$ cat config.mk
export PLATFORM = sky130hd
export DESIGN_NAME = cic_pdm_modulator
export DESIGN_NICKNAME = d
export VERILOG_FILES = /design/src/rtl/cic_pdm_modulator.sv
export SDC_FILE = /design/constraint.sdc
export NUM_CORES = 1
export LEC_CHECK = 0
export BUFFER_PORTS_ARGS = -buffer_cell sky130_fd_sc_hd__clkbuf_2
export CAP_MARGIN = 25
export CORE_MARGIN = 10
export CORE_UTILIZATION = 50
export CTS_CLUSTER_SIZE = 8
export DETAILED_ROUTE_END_ITERATION = 16
export HOLD_SLACK_MARGIN = 0.03
export PLACE_DENSITY = 0.66
export SLEW_MARGIN = 20
export SYNTH_ARGS = -nofsm -noshare
export SYNTH_HDL_FRONTEND = slang
export SYNTH_SLANG_ARGS = --single-unit
export TNS_END_PERCENT = 50
$ cat constraint.sdc
create_clock -name clk -period 14.92 [get_ports clk]
set_input_delay 2.984 -clock clk [delete_from_list [all_inputs] [get_ports clk]]
set_output_delay 2.984 -clock clk [all_outputs]
set_load 0.05 [all_outputs]
$ cat src/rtl/cic_pdm_modulator.sv
// PCM-to-PDM transmit path: 3-stage CIC interpolator (x 2**LOG2R) feeding a
// first-order sigma-delta modulator that drives a 1-bit PDM line at clk rate.
module cic_pdm_modulator #(
  parameter int IN_W  = 16,
  parameter int LOG2R = 6,
  parameter int ACC_W = IN_W + 3 * LOG2R
) (
  input  logic                   clk,
  input  logic                   rst,
  input  logic signed [IN_W-1:0] in_data,
  input  logic                   in_valid,
  output logic                   in_ready,
  output logic                   pdm_out,
  output logic                   sample_tick,
  output logic                   underrun
);

  localparam int SW = ACC_W - 2 * LOG2R;
  localparam logic [LOG2R-1:0] CNT_LAST = {LOG2R{1'b1}};
  localparam logic [LOG2R-1:0] CNT_PRE  = {{(LOG2R-1){1'b1}}, 1'b0};
  localparam logic [LOG2R-1:0] CNT_ONE  = {{(LOG2R-1){1'b0}}, 1'b1};

  // Clamp the gain-corrected integrator output to the PCM range.
  function automatic logic [IN_W-1:0] sat_fn(input logic [SW-1:0] v);
    logic [IN_W-1:0] r;
    if ((&v[SW-1:IN_W-1]) || !(|v[SW-1:IN_W-1])) begin
      r = v[IN_W-1:0];
    end else if (v[SW-1]) begin
      r = {1'b1, {(IN_W-1){1'b0}}};
    end else begin
      r = {1'b0, {(IN_W-1){1'b1}}};
    end
    return r;
  endfunction

  logic [LOG2R-1:0] cnt_r;
  logic             tick_s;
  logic             accept_s;
  logic             hold_full_r;
  logic             hold_full_nxt_s;
  logic [IN_W-1:0]  hold_data_r;
  logic             in_ready_r;
  logic [ACC_W-1:0] x0_s, c1_s, c2_s, c3_s;
  logic [ACC_W-1:0] d1_r, d2_r, d3_r, comb_q_r;
  logic [ACC_W-1:0] stuff_s;
  logic [ACC_W-1:0] i1_r, i2_r, i3_r;
  logic [SW-1:0]    shifted_s;
  logic [IN_W-1:0]  s_sat_r;
  logic [IN_W-1:0]  u_s;
  logic [IN_W:0]    sum_s;
  logic [IN_W-1:0]  dsm_acc_r;

  assign tick_s   = (cnt_r == CNT_LAST);
  assign in_ready = in_ready_r;
  assign accept_s = in_valid && in_ready_r;

  // Holding register occupancy: a fresh accept wins over consumption on tick.
  always_comb begin
    hold_full_nxt_s = hold_full_r;
    if (accept_s) begin
      hold_full_nxt_s = 1'b1;
    end else if (tick_s) begin
      hold_full_nxt_s = 1'b0;
    end else begin
      hold_full_nxt_s = hold_full_r;
    end
  end

  // Phase counter, holding register and the registered handshake/status flags.
  always_ff @(posedge clk or negedge rst) begin
    if (!rst) begin
      cnt_r       <= {LOG2R{1'b0}};
      hold_full_r <= 1'b0;
      hold_data_r <= {IN_W{1'b0}};
      in_ready_r  <= 1'b1;
      sample_tick <= 1'b0;
      underrun    <= 1'b0;
    end else begin
      cnt_r       <= cnt_r + CNT_ONE;
      hold_full_r <= hold_full_nxt_s;
      if (accept_s) begin
        hold_data_r <= in_data;
      end else begin
        hold_data_r <= hold_data_r;
      end
      // in_ready is precomputed for the next cycle so it leaves on a flop
      in_ready_r  <= !hold_full_nxt_s || (cnt_r == CNT_PRE);
      sample_tick <= tick_s;
      underrun    <= tick_s && !hold_full_r;
    end
  end

  assign x0_s = {{(ACC_W-IN_W){hold_data_r[IN_W-1]}}, hold_data_r};
  assign c1_s = x0_s - d1_r;
  assign c2_s = c1_s - d2_r;
  assign c3_s = c2_s - d3_r;

  // Comb delay line advances only at the slow rate.
  always_ff @(posedge clk or negedge rst) begin
    if (!rst) begin
      d1_r     <= {ACC_W{1'b0}};
      d2_r     <= {ACC_W{1'b0}};
      d3_r     <= {ACC_W{1'b0}};
      comb_q_r <= {ACC_W{1'b0}};
    end else if (tick_s) begin
      d1_r     <= x0_s;
      d2_r     <= c1_s;
      d3_r     <= c2_s;
      comb_q_r <= c3_s;
    end else begin
      d1_r     <= d1_r;
      d2_r     <= d2_r;
      d3_r     <= d3_r;
      comb_q_r <= comb_q_r;
    end
  end

  // Zero-stuffing: the comb result appears for exactly one fast cycle.
  always_comb begin
    stuff_s = {ACC_W{1'b0}};
    if (sample_tick) begin
      stuff_s = comb_q_r;
    end else begin
      stuff_s = {ACC_W{1'b0}};
    end
  end

  // Integrators run every clock; wrap-around is harmless since the net gain is bounded.
  always_ff @(posedge clk or negedge rst) begin
    if (!rst) begin
      i1_r <= {ACC_W{1'b0}};
      i2_r <= {ACC_W{1'b0}};
      i3_r <= {ACC_W{1'b0}};
    end else begin
      i1_r <= i1_r + stuff_s;
      i2_r <= i2_r + i1_r;
      i3_r <= i3_r + i2_r;
    end
  end

  // DC gain is exactly R^2, so dropping the low 2*LOG2R bits is an arithmetic shift.
  assign shifted_s = i3_r[ACC_W-1:2*LOG2R];
  assign u_s       = {~s_sat_r[IN_W-1], s_sat_r[IN_W-2:0]};
  assign sum_s     = {1'b0, dsm_acc_r} + {1'b0, u_s};

  // Scaling register and first-order sigma-delta: the carry out is the PDM bit.
  always_ff @(posedge clk or negedge rst) begin
    if (!rst) begin
      s_sat_r   <= {IN_W{1'b0}};
      dsm_acc_r <= {IN_W{1'b0}};
      pdm_out   <= 1'b0;
    end else begin
      s_sat_r   <= sat_fn(shifted_s);
      dsm_acc_r <= sum_s[IN_W-1:0];
      pdm_out   <= sum_s[IN_W];
    end
  end

endmodule

==> metrics.md <==
| Metric | Value |
|---|---|
| Area growth from synthesis to layout | 9.62% |
| Final setup skew | 0.0210 ns |
| Final TNS setup | 0 ns |
| Category of the worst setup path capture point | flop |
| Synth top area cells | dfrtp_1 38%, ha_1 13%, xnor2_1 6.1% |
| Grt ovf | 0 |
| Syn_nets | 2061 |
| Die area | 42100 um^2 |
| Starting density of the core | 50.8% |
| Root buffer cell | clkbuf_16 |
| Worst-Margin Slew | 0.943 ns |
| Max-cap violations | 0 |
| Net count, final | 2092 |
| Yosys reg bits | 262 |
| Drt initial violations | 510 |
| Routed len/inst | 13.8 um |
| Postcts setup bufs | 0 |
| Synth top area share | 38.1% |
| Main synth FF type | dfrtp_1 |
| DRC | 0 |
| Clk buf depth | 3 |
| Worst skew pair latency | 0.54 ns |
| Total CTS buffers | 38 |
| VDD IR-drop max | 96.2 uV |
| Fill cell count | 2989 |
| Mapped Area | 17100 um^2 |
| H-tree levels | 2 |
| Die width | 205 um |
| Number of setup violations in the final report | 0 |
| First-pass GRT wire length | 56.4 mm |
| Post-synth top cells | 261 x dfrtp_1, 183 x ha_1, 179 x nand2_1 |
| Post-CTS Resized | 0 |
| Async SR Flop Fraction | 100% |
| DR vias/cell | 5.43 |
| WP data required | 15.29 ns |
| Worst-path maximum fanout | 11 |
| Avg Inst Size Synth | 9.25 um^2 |
| CORE AREA | 33700 um^2 |
| EDFF count, synth | 0 |
| Clock transition at path regs | 0.05 ns |
| Count of different cell masters after synthesis | 79 |
| RSZ-0062 raised after global routing | false |
| Startpoint Class | flop |
| Max Fclk | 0.154 GHz |
| Ports | 23 |
| Power per standard cell area | 102 nW/um^2 |
| Setup Crit Path Kind | reg -> reg |
| Register area share after synthesis | 38.3% |
| Final Wtd Congestion | 0.889 |
| Static leakage | 0.00923 uW |
| Rows | 67 |
| CTS tree | done |
| Quantity of I/O buffers inserted on ports | 22 |
| Post-synth top area cell | dfrtp_1 |
| Slew Viols, Final | 0 |
| Most common cell in the synthesized netlist | dfrtp_1 |
| Slew Limit Headroom | 37.1% |
| Critical Path Slowest Stage Cell | fa_1 |
| Tmin final | 6.51 ns |
| Initial antenna violation count | 0 |
| Clock sink count | 262 |
| DR pass1 iterations | 5 |
| Fin crit share | 43.6% |
| Antenna viol nets, final | 0 |
| Antenna fix cells | 0 |
| Largest net degree at the start of global routing | 136 |
| Crit path largest cell delay | 0.43 ns |
| Hold crit path type | reg -> reg |
| Height of the die | 205 um |
| Share of cells above drive strength 1 | 5.81% |
| Outcome | complete, no violations |
| Routed WL | 32.3 mm |
| Arrival @ worst endpoint | 6.87 ns |
| Post-Synthesis Cells | 1851 |
| Yosys Warn Count | 0 |
| Overall Global Routing Usage | 15.7% |
| # hold bufs at CTS | 0 |
| HPWL after DPL | 23.8 mm |
| Vias | 12.7k |
| Final hold vios | 0 |
| Crit path max-delay family | compound AO/OA/AOI/OAI gates |
| Finished Core Util | 55.7% |
| Vias in the first global route | 12.5k |
| Buf+Inv Stages, Crit Path | 2 |
## sequential cells by signal, summed over array words and instances (netlist names)
signal	flops
comb_q_r	34
d3_r	34
i1_r	34
i2_r	34
i3_r	34
d2_r	17
d1_r	16
dsm_acc_r	16
hold_data_r	16
s_sat_r	16
cnt_r	6
hold_full_r	1
in_ready	1
pdm_out	1
sample_tick	1
underrun	1
## worst register-to-register path, delay by kind of cell (launching register included)
family,cells,cell delay [ns]
AOI/OAI and AO/OA,19,3.81
adders and majority gates,5,1.68
DFF,1,0.37
xor gates and xnor gates,2,0.25
buffers and inverters,2,0.14
and+or+nand+nor,1,0.10
## layout make-up
cell class / instances / area, um^2 / area share (%)
Multi-Input combinational cell: 1418 / 9930 / 52.9
Tap cell: 448 / 561 / 2.99
Timing Repair Buffer: 27 / 158 / 0.840
Clock buffer: 51 / 1060 / 5.66
Inverter: 135 / 507 / 2.70
Sequential cell: 262 / 6560 / 34.9
## metal layers
metal / up-vias / routed length [um] / GRT usage [%]
met4: 0 / 905 / 6.35
li1: 6592 / - / -
met1: 5894 / 15200 / 19.7
met2: 174 / 15200 / 26.8
met5: - / 0 / 0
met3: 55 / 930 / 2.34
## worst paths after layout
path / start / endpoint / slack [ns] / cells past startpoint
setup / recovery: hold_data_r[0] / comb_q_r[31] / 8.41 / 29
hold / removal: hold_full_r / underrun / 0.41 / 1
setup reg to reg: hold_data_r[0] / comb_q_r[31] / 8.41 / 29
hold reg to reg: hold_full_r / underrun / 0.41 / 1
max in group asynchronous: rst / d3_r[25] / 10.22 / 3
min in group asynchronous: rst / i3_r[3] / 2.59 / 1
## cells by family (layout without fill, tap and decap cells)
logic type | Yosys count | after routing | synth area share, %
compound gates | 538 | 538 | 20.3
fa+ha+maj | 191 | 191 | 14.3
simple gates | 512 | 512 | 14.1
flops | 262 | 262 | 38.3
xor+xnor | 159 | 159 | 8.13
mux | 18 | 18 | 1.18
buf+inv | 171 | 213 | 3.75
## layout by cell type, fill, tap and decap left out, types with 21 or more instances in the layout
cell type / count
a21oi_1: 122
clkbuf_2: 21
clkbuf_16: 41
nand2_1: 178
dfrtp_1: 261
a21o_1: 47
o21ai_1: 21
o21a_1: 36
and2_1: 42
nand3_1: 39
xnor2_1: 120
o21bai_1: 26
xor2_1: 39
o21ai_0: 153
nor3_1: 36
nor2_1: 115
inv_1: 134
ha_1: 183
## per-stage QoR
stage | area, um^2 | setup slack (ns) | hold WS (ns) | cells | power [uW]
final | 18800 | 8.41 | 0.412 | 2341 | 1920
after global routing | 18800 | 7.66 | 0.433 | 2341 | 2030
after CTS | 18800 | 8.38 | 0.415 | 2341 | 1950
after detailed placement | 17700 | 8.43 | 0.415 | 2290 | 1150
after global placement | 17700 | 8.59 | 0.411 | 2290 | 1140
after floorplan | 17100 | 9.03 | 0.403 | 1851 | 1060
## report_power, final
part	total [uW]	internal (uW)	leakage, uW	switching (uW)
clock network	781	487	0.000517	294
logic	422	180	0.00510	242
registers	716	715	0.00362	1.85
(Power assumes the default switching activity.)
